### config.mk
export PLATFORM = sky130hd
export DESIGN_NAME = mem_port_arbiter_40
export DESIGN_NICKNAME = d
export VERILOG_FILES = /design/src/rtl/mem_port_arbiter_40.sv
export SDC_FILE = /design/constraint.sdc
export NUM_CORES = 1
export LEC_CHECK = 0
export BUFFER_PORTS_ARGS = -buffer_cell sky130_fd_sc_hd__buf_2
export CAP_MARGIN = 25
export CORE_MARGIN = 4
export CORE_UTILIZATION = 47
export DETAILED_ROUTE_END_ITERATION = 7
export GPL_ROUTABILITY_DRIVEN = 1
export PLACE_DENSITY = 0.88
export RECOVER_POWER = 50
export SLEW_MARGIN = 10
export SYNTH_ARGS = -nofsm -noshare
export SYNTH_HDL_FRONTEND = slang
export SYNTH_SLANG_ARGS = --single-unit
### constraint.sdc
create_clock -name clk_40 -period 5 [get_ports clk_40]
set_input_delay 0.5 -clock clk_40 [delete_from_list [all_inputs] [get_ports clk_40]]
set_output_delay 0.5 -clock clk_40 [all_outputs]
set_load 0.005 [all_outputs]
### src/rtl/mem_port_arbiter_40.sv
// mem_port_arbiter_40
// Shares one 32-bit memory port between instruction fetch and load/store.
// One outstanding transaction over a req/ack handshake; data requests win
// unless a fetch has been starved by FAIRNESS consecutive data grants.
// Optional feature macro: MEM_PORT_TIMEOUT_EN (adds a wait-cycle abort that
// pulses err_40 together with the pending ack).
module mem_port_arbiter_40 #(
  parameter int FAIRNESS = 4,
  parameter int TIMEOUT  = 64
) (
  input  logic        clk_40,
  input  logic        rst_40,
  input  logic        if_req_40,
  input  logic [31:0] if_addr_40,
  output logic        if_ack_40,
  output logic [31:0] if_rdata_40,
  input  logic        d_req_40,
  input  logic        d_we_40,
  input  logic [31:0] d_addr_40,
  input  logic [31:0] d_wdata_40,
  output logic        d_ack_40,
  output logic [31:0] d_rdata_40,
  output logic        m_req_40,
  output logic        m_we_40,
  output logic [31:0] m_addr_40,
  output logic [31:0] m_wdata_40,
  input  logic [31:0] m_rdata_40,
  input  logic        m_ack_40,
  output logic        stall_40,
  output logic        err_40
);

  // Elaboration-time range checks on the configuration.
  if (FAIRNESS < 1 || FAIRNESS > 15) begin : g_fairness_range
    $error("mem_port_arbiter_40: FAIRNESS must be within 1..15");
  end
  if (TIMEOUT < 1) begin : g_timeout_range
    $error("mem_port_arbiter_40: TIMEOUT must be at least 1");
  end

  typedef enum logic [1:0] {
    ST_IDLE    = 2'd0,
    ST_IF_BUSY = 2'd1,
    ST_D_BUSY  = 2'd2,
    ST_DONE    = 2'd3
  } state_t;

  localparam logic [3:0] FAIR_LIM = 4'(FAIRNESS);

  state_t     state_r;
  logic [3:0] dstreak_r;

`ifdef MEM_PORT_TIMEOUT_EN
  localparam int WCW = $clog2(TIMEOUT + 1);
  localparam logic [WCW-1:0] WAIT_LAST = WCW'(TIMEOUT - 1);
  logic [WCW-1:0] wait_cnt_r;
`else
  // Without the timeout feature the error output never fires.
  assign err_40 = 1'b0;
`endif

  // Fetch is stalled whenever it is asking and has not yet been answered.
  assign stall_40 = if_req_40 & ~if_ack_40;

  // Arbitration/handshake FSM with all port-side outputs registered.
  always_ff @(posedge clk_40 or posedge rst_40) begin
    if (rst_40) begin
      state_r     <= ST_IDLE;
      dstreak_r   <= 4'd0;
      m_req_40    <= 1'b0;
      m_we_40     <= 1'b0;
      m_addr_40   <= 32'h0;
      m_wdata_40  <= 32'h0;
      if_ack_40   <= 1'b0;
      if_rdata_40 <= 32'h0;
      d_ack_40    <= 1'b0;
      d_rdata_40  <= 32'h0;
`ifdef MEM_PORT_TIMEOUT_EN
      wait_cnt_r  <= '0;
      err_40      <= 1'b0;
`endif
    end else begin
      case (state_r)
        ST_IDLE: begin
          if_ack_40 <= 1'b0;
          d_ack_40  <= 1'b0;
`ifdef MEM_PORT_TIMEOUT_EN
          err_40     <= 1'b0;
          wait_cnt_r <= '0;
`endif
          if (d_req_40 && (!if_req_40 || (dstreak_r < FAIR_LIM))) begin
            state_r    <= ST_D_BUSY;
            m_req_40   <= 1'b1;
            m_we_40    <= d_we_40;
            m_addr_40  <= d_addr_40;
            m_wdata_40 <= d_wdata_40;
            // Only grants that bypass a waiting fetch count against fairness.
            if (if_req_40 && (dstreak_r != 4'hF)) begin
              dstreak_r <= dstreak_r + 4'd1;
            end else begin
              dstreak_r <= dstreak_r;
            end
          end else if (if_req_40) begin
            state_r    <= ST_IF_BUSY;
            m_req_40   <= 1'b1;
            m_we_40    <= 1'b0;
            m_addr_40  <= if_addr_40;
            m_wdata_40 <= 32'h0;
            dstreak_r  <= 4'd0;
          end else begin
            state_r   <= ST_IDLE;
            dstreak_r <= 4'd0;
          end
        end

        ST_IF_BUSY: begin
          if (m_ack_40) begin
            m_req_40    <= 1'b0;
            if_rdata_40 <= m_rdata_40;
            if_ack_40   <= 1'b1;
            state_r     <= ST_DONE;
`ifdef MEM_PORT_TIMEOUT_EN
          end else if (wait_cnt_r == WAIT_LAST) begin
            m_req_40    <= 1'b0;
            if_rdata_40 <= 32'h0;
            if_ack_40   <= 1'b1;
            err_40      <= 1'b1;
            state_r     <= ST_DONE;
          end else begin
            wait_cnt_r  <= wait_cnt_r + 1'b1;
`endif
          end
        end

        ST_D_BUSY: begin
          if (m_ack_40) begin
            m_req_40 <= 1'b0;
            d_ack_40 <= 1'b1;
            state_r  <= ST_DONE;
            // Stores complete without disturbing the last load result.
            if (!m_we_40) begin
              d_rdata_40 <= m_rdata_40;
            end
`ifdef MEM_PORT_TIMEOUT_EN
          end else if (wait_cnt_r == WAIT_LAST) begin
            m_req_40 <= 1'b0;
            d_ack_40 <= 1'b1;
            err_40   <= 1'b1;
            state_r  <= ST_DONE;
            if (!m_we_40) begin
              d_rdata_40 <= 32'h0;
            end
          end else begin
            wait_cnt_r <= wait_cnt_r + 1'b1;
`endif
          end
        end

        ST_DONE: begin
          // Ack lives for this cycle only; always revisit IDLE so a stale
          // request is never granted twice.
          if_ack_40 <= 1'b0;
          d_ack_40  <= 1'b0;
`ifdef MEM_PORT_TIMEOUT_EN
          err_40    <= 1'b0;
`endif
          state_r   <= ST_IDLE;
        end

        default: begin
          state_r   <= ST_IDLE;
          m_req_40  <= 1'b0;
          if_ack_40 <= 1'b0;
          d_ack_40  <= 1'b0;
`ifdef MEM_PORT_TIMEOUT_EN
          err_40    <= 1'b0;
`endif
        end
      endcase
    end
  end

endmodule

==> insert_results.sql <==
INSERT INTO impl_metrics (metric_group, metric, value, unit) VALUES
('outcome', 'outcome', 'complete, but fails checks', ''),
('outcome', 'violations', 'max-capacitance violations, max-slew violations', ''),
('setup_path', 'worst_reg2reg_setup_slack', '2540', 'ps'),
('placed_design', 'place.port_buffers', '266', ''),
('floorplanning', 'dieArea', '14200', 'um2'),
('pwr', 'p_int', '0.00329', 'W'),
('floorplanning', 'num_io_pins', '268', ''),
('setup_path', 'timing.critical_path.arrival', '3430', 'ps'),
('pwr', 'power.sequential.fraction', '39.9', '%'),
('timing', 'final-setup-viol-count', '0', ''),
('timing', 'pins_over_their_slew_limit', '85', ''),
('layout', 'layout.cells.most_common_list', '207 x buf_2, 138 x dfrtp_1, 134 x nand2_1, 59 x clkbuf_1, 50 x mux2_2', ''),
('layout', 'layout.cells.most_common', 'buf_2', ''),
('global_routing', 'grt_first_pass_wirelength', '24100', 'um'),
('timing', 'post-route-period-util', '59.2', '%'),
('setup_path', 'critical_path_peak_fanout', '84', ''),
('flow_run', 'max-cap-violations', '1', ''),
('logic_synthesis', 'yosys_warnings', '0', ''),
('drt', 'avgViaCountPerCell', '5.21', ''),
('setup_path', 'worstPathRequired', '5470', 'ps'),
('logic_synthesis', 'synth_area_leader_cell', 'dfrtp_1', ''),
('drt', 'final_routed_wirelength', '14900', 'um'),
('global_routing', 'grt_overflow_total', '0', ''),
('floorplanning', 'placeableCoreArea', '12000', 'um2'),
('cts', 'cts-buffers-inserted', '17', ''),
('timing', 'fin_worst_hold_slack', '318', 'ps'),
('layout', 'multiInputGateArea', '2120', 'um2'),
('logic_synthesis', 'synthDominantCellAreaShare', '59.7', '%'),
('cts', 'clockBufferDepth', '2', ''),
('setup_path', 'r2r-end', 'm_wdata_40[19]', ''),
('setup_path', 'crit_path_end_kind', 'asynchronous set/reset pin', ''),
('timing', 'slew_headroom', '-136', '%'),
('timing', 'fin_tns_setup', '0', 'ps'),
('placed_design', 'detailed_place_hpwl', '10800', 'um'),
('cts', 'cts.clk_slew.worst_paths', '60', 'ps'),
('floorplanning', 'die_width', '119', 'um'),
('placed_design', 'gp_congestion', '0.762', ''),
('drt', 'drc', '0', ''),
('layout', 'syn2layout_area_growth', '33.2', '%'),
('pwr', 'sw_frac_of_total', '33.7', '%'),
('cts', 'clock_sinks', '138', ''),
('cts', 'htree_levels', '4', ''),
('cts', 'clock-root-buffer', 'clkbuf_16', ''),
('hold_path', 'worst_hold_end', 'm_wdata_40[25]', ''),
('logic_synthesis', 'seq_area_frac_synth', '59.7', '%'),
('timing', 'fmax', '0.338', 'GHz'),
('layout', 'insertedDiodeCount', '0', ''),
('timing', 'timing.clock.skew', '8.75', 'ps'),
('pwr', 'power.combinational.fraction', '35.8', '%'),
('setup_path', 'rr_worst_depth', '7', ''),
('timing', 'worst-slew-pin-transition', '3520', 'ps'),
('logic_synthesis', 'netlist_top_cells_area', 'dfrtp_1 60%, mux2_2 9.7%, nand2_1 8.7%, o211ai_1 4.3%, nand4_1 3.5%', ''),
('logic_synthesis', 'netlist_instances', '517', ''),
('logic_synthesis', 'post_synthesis_instance_area', '5790', 'um2'),
('pwr', 'p_leak', '3.70', 'nW'),
('cts', 'tritoncts', 'built', ''),
('hold_path', 'min_delay_startpoint', 'd_wdata_40[25]', ''),
('layout', 'finish.net_count', '910', ''),
('drt', 'final_antenna_net_count', '0', ''),
('pwr', 'power.net_switching', '0.00167', 'W'),
('hold_path', 'path_type_of_the_worst_min_delay_path', 'input port to register', ''),
('logic_synthesis', 'yosys.cell_types.count', '31', ''),
('logic_synthesis', 'mappedNetlistNets', '657', ''),
('timing', 'rsz_0062_raised_after_global_routing', 'no', ''),
('pwr', 'highest_ir_drop_seen_on_vdd', '234', 'uV'),
('floorplanning', 'floorplan.initialDensity', '48.2', '%'),
('layout', 'postLayoutCoreUtil', '64.2', '%'),
('hold_path', 'min_path_cells', '3', ''),
('timing', 'hold_violations', '0', ''),
('layout', 'fillers', '963', ''),
('setup_path', 'critPathLaunch', 'rst_40', '');
-- metrics by stage --
step	instances	total power (W)	worst slack (ps)	area, um2
final	929	0.00496	2040	7710
after global routing	929	0.00533	1390	7710
after CTS	929	0.00508	2500	7780
after detailed placement	898	0.00385	2450	7210
after global placement	896	0.00376	2460	7180
after floorplan	517	0.00300	804	5790
-- worst max-delay path: stages --
cell and delay [ps]:
clkbuf_1 80, clkinvlp_2 1960, buf_4 830
-- state kept, by name, summed over array words and instances (netlist names) --
name and cells:
d_ack_40 1, d_rdata_40 32, dstreak_r 4, if_ack_40 1
if_rdata_40 32, m_addr_40 32, m_req_40 1, m_wdata_40 32
m_we_40 1, state_r 2
-- layout make-up --
class,instances,share of cell area (%)
well taps,147,2.39
multi-input cells,331,27.6
flip-flops and latches,138,44.8
inverters,7,0.357
clock inverters,11,1.56
clock buffers,20,5.93
repair buffers,275,17.4
-- routing by layer --
| metal | wire length, um | vias up | global-route usage [%] | part of all wire [%] |
|---|---|---|---|---|
| li1 | - | 2313 | - | - |
| met1 | 6050 | 2280 | 26.6 | 41 |
| met2 | 7400 | 215 | 35.1 | 50 |
| met3 | 1070 | 30 | 5.75 | 7.2 |
| met4 | 327 | 2 | 8.91 | 2.2 |
| met5 | 13 | - | 0 | 0.088 |
-- cell families after synthesis --
logic type                 count (synthesis)  synth area share, %
and+or+nand+nor                          177                 13.3
DFF                                      138                 59.7
AOI/OAI and AO/OA                         81                 9.02
muxes                                     66                 12.8
buffers and inverters                     48                 3.83
adders and majority gates                  6                 1.30
other                                      1               0.0648
-- worst max-delay path by stage --
stage	end	slack, ps	cells past startpoint
6_report	m_wdata_40[9]	2040	3
5_1_grt	d_rdata_40[16]	1390	3
4_1_cts	m_wdata_40[19]	2500	7
3_5_place_dp	m_addr_40[24]	2450	5
3_3_place_gp	state_r[1]	2460	3
2_1_floorplan	d_ack_40	800	1
-- cells in the mapped netlist --
cell,number
a21oi_1,1
a22o_1,1
a311oi_1,2
a31oi_1,2
and2_1,2
buf_2,27
buf_4,2
clkbuf_1,12
conb_1,1
dfrtp_1,138
ha_1,6
inv_1,7
mux2_1,15
mux2_2,50
mux2i_1,1
nand2_1,134
nand2b_1,1
nand3_1,2
nand3b_1,1
nand4_1,32
nor2_1,2
nor2b_1,1
nor3b_1,1
o211ai_1,33
o21a_1,1
o21ai_1,35
o21ai_2,1
o22ai_1,1
o2bb2ai_1,2
o31ai_1,2
or3b_1,1
-- power by group through the flow --
stage	logic, W	registers (W)	clock network, W
final	0.00177	0.00198	0.00121
after global routing	0.00199	0.00205	0.00128
after CTS	0.00187	0.00197	0.00124
after detailed placement	0.00187	0.00198	0
after global placement	0.00180	0.00196	0
after floorplan	0.000984	0.00201	0
(Power assumes the default switching activity.)
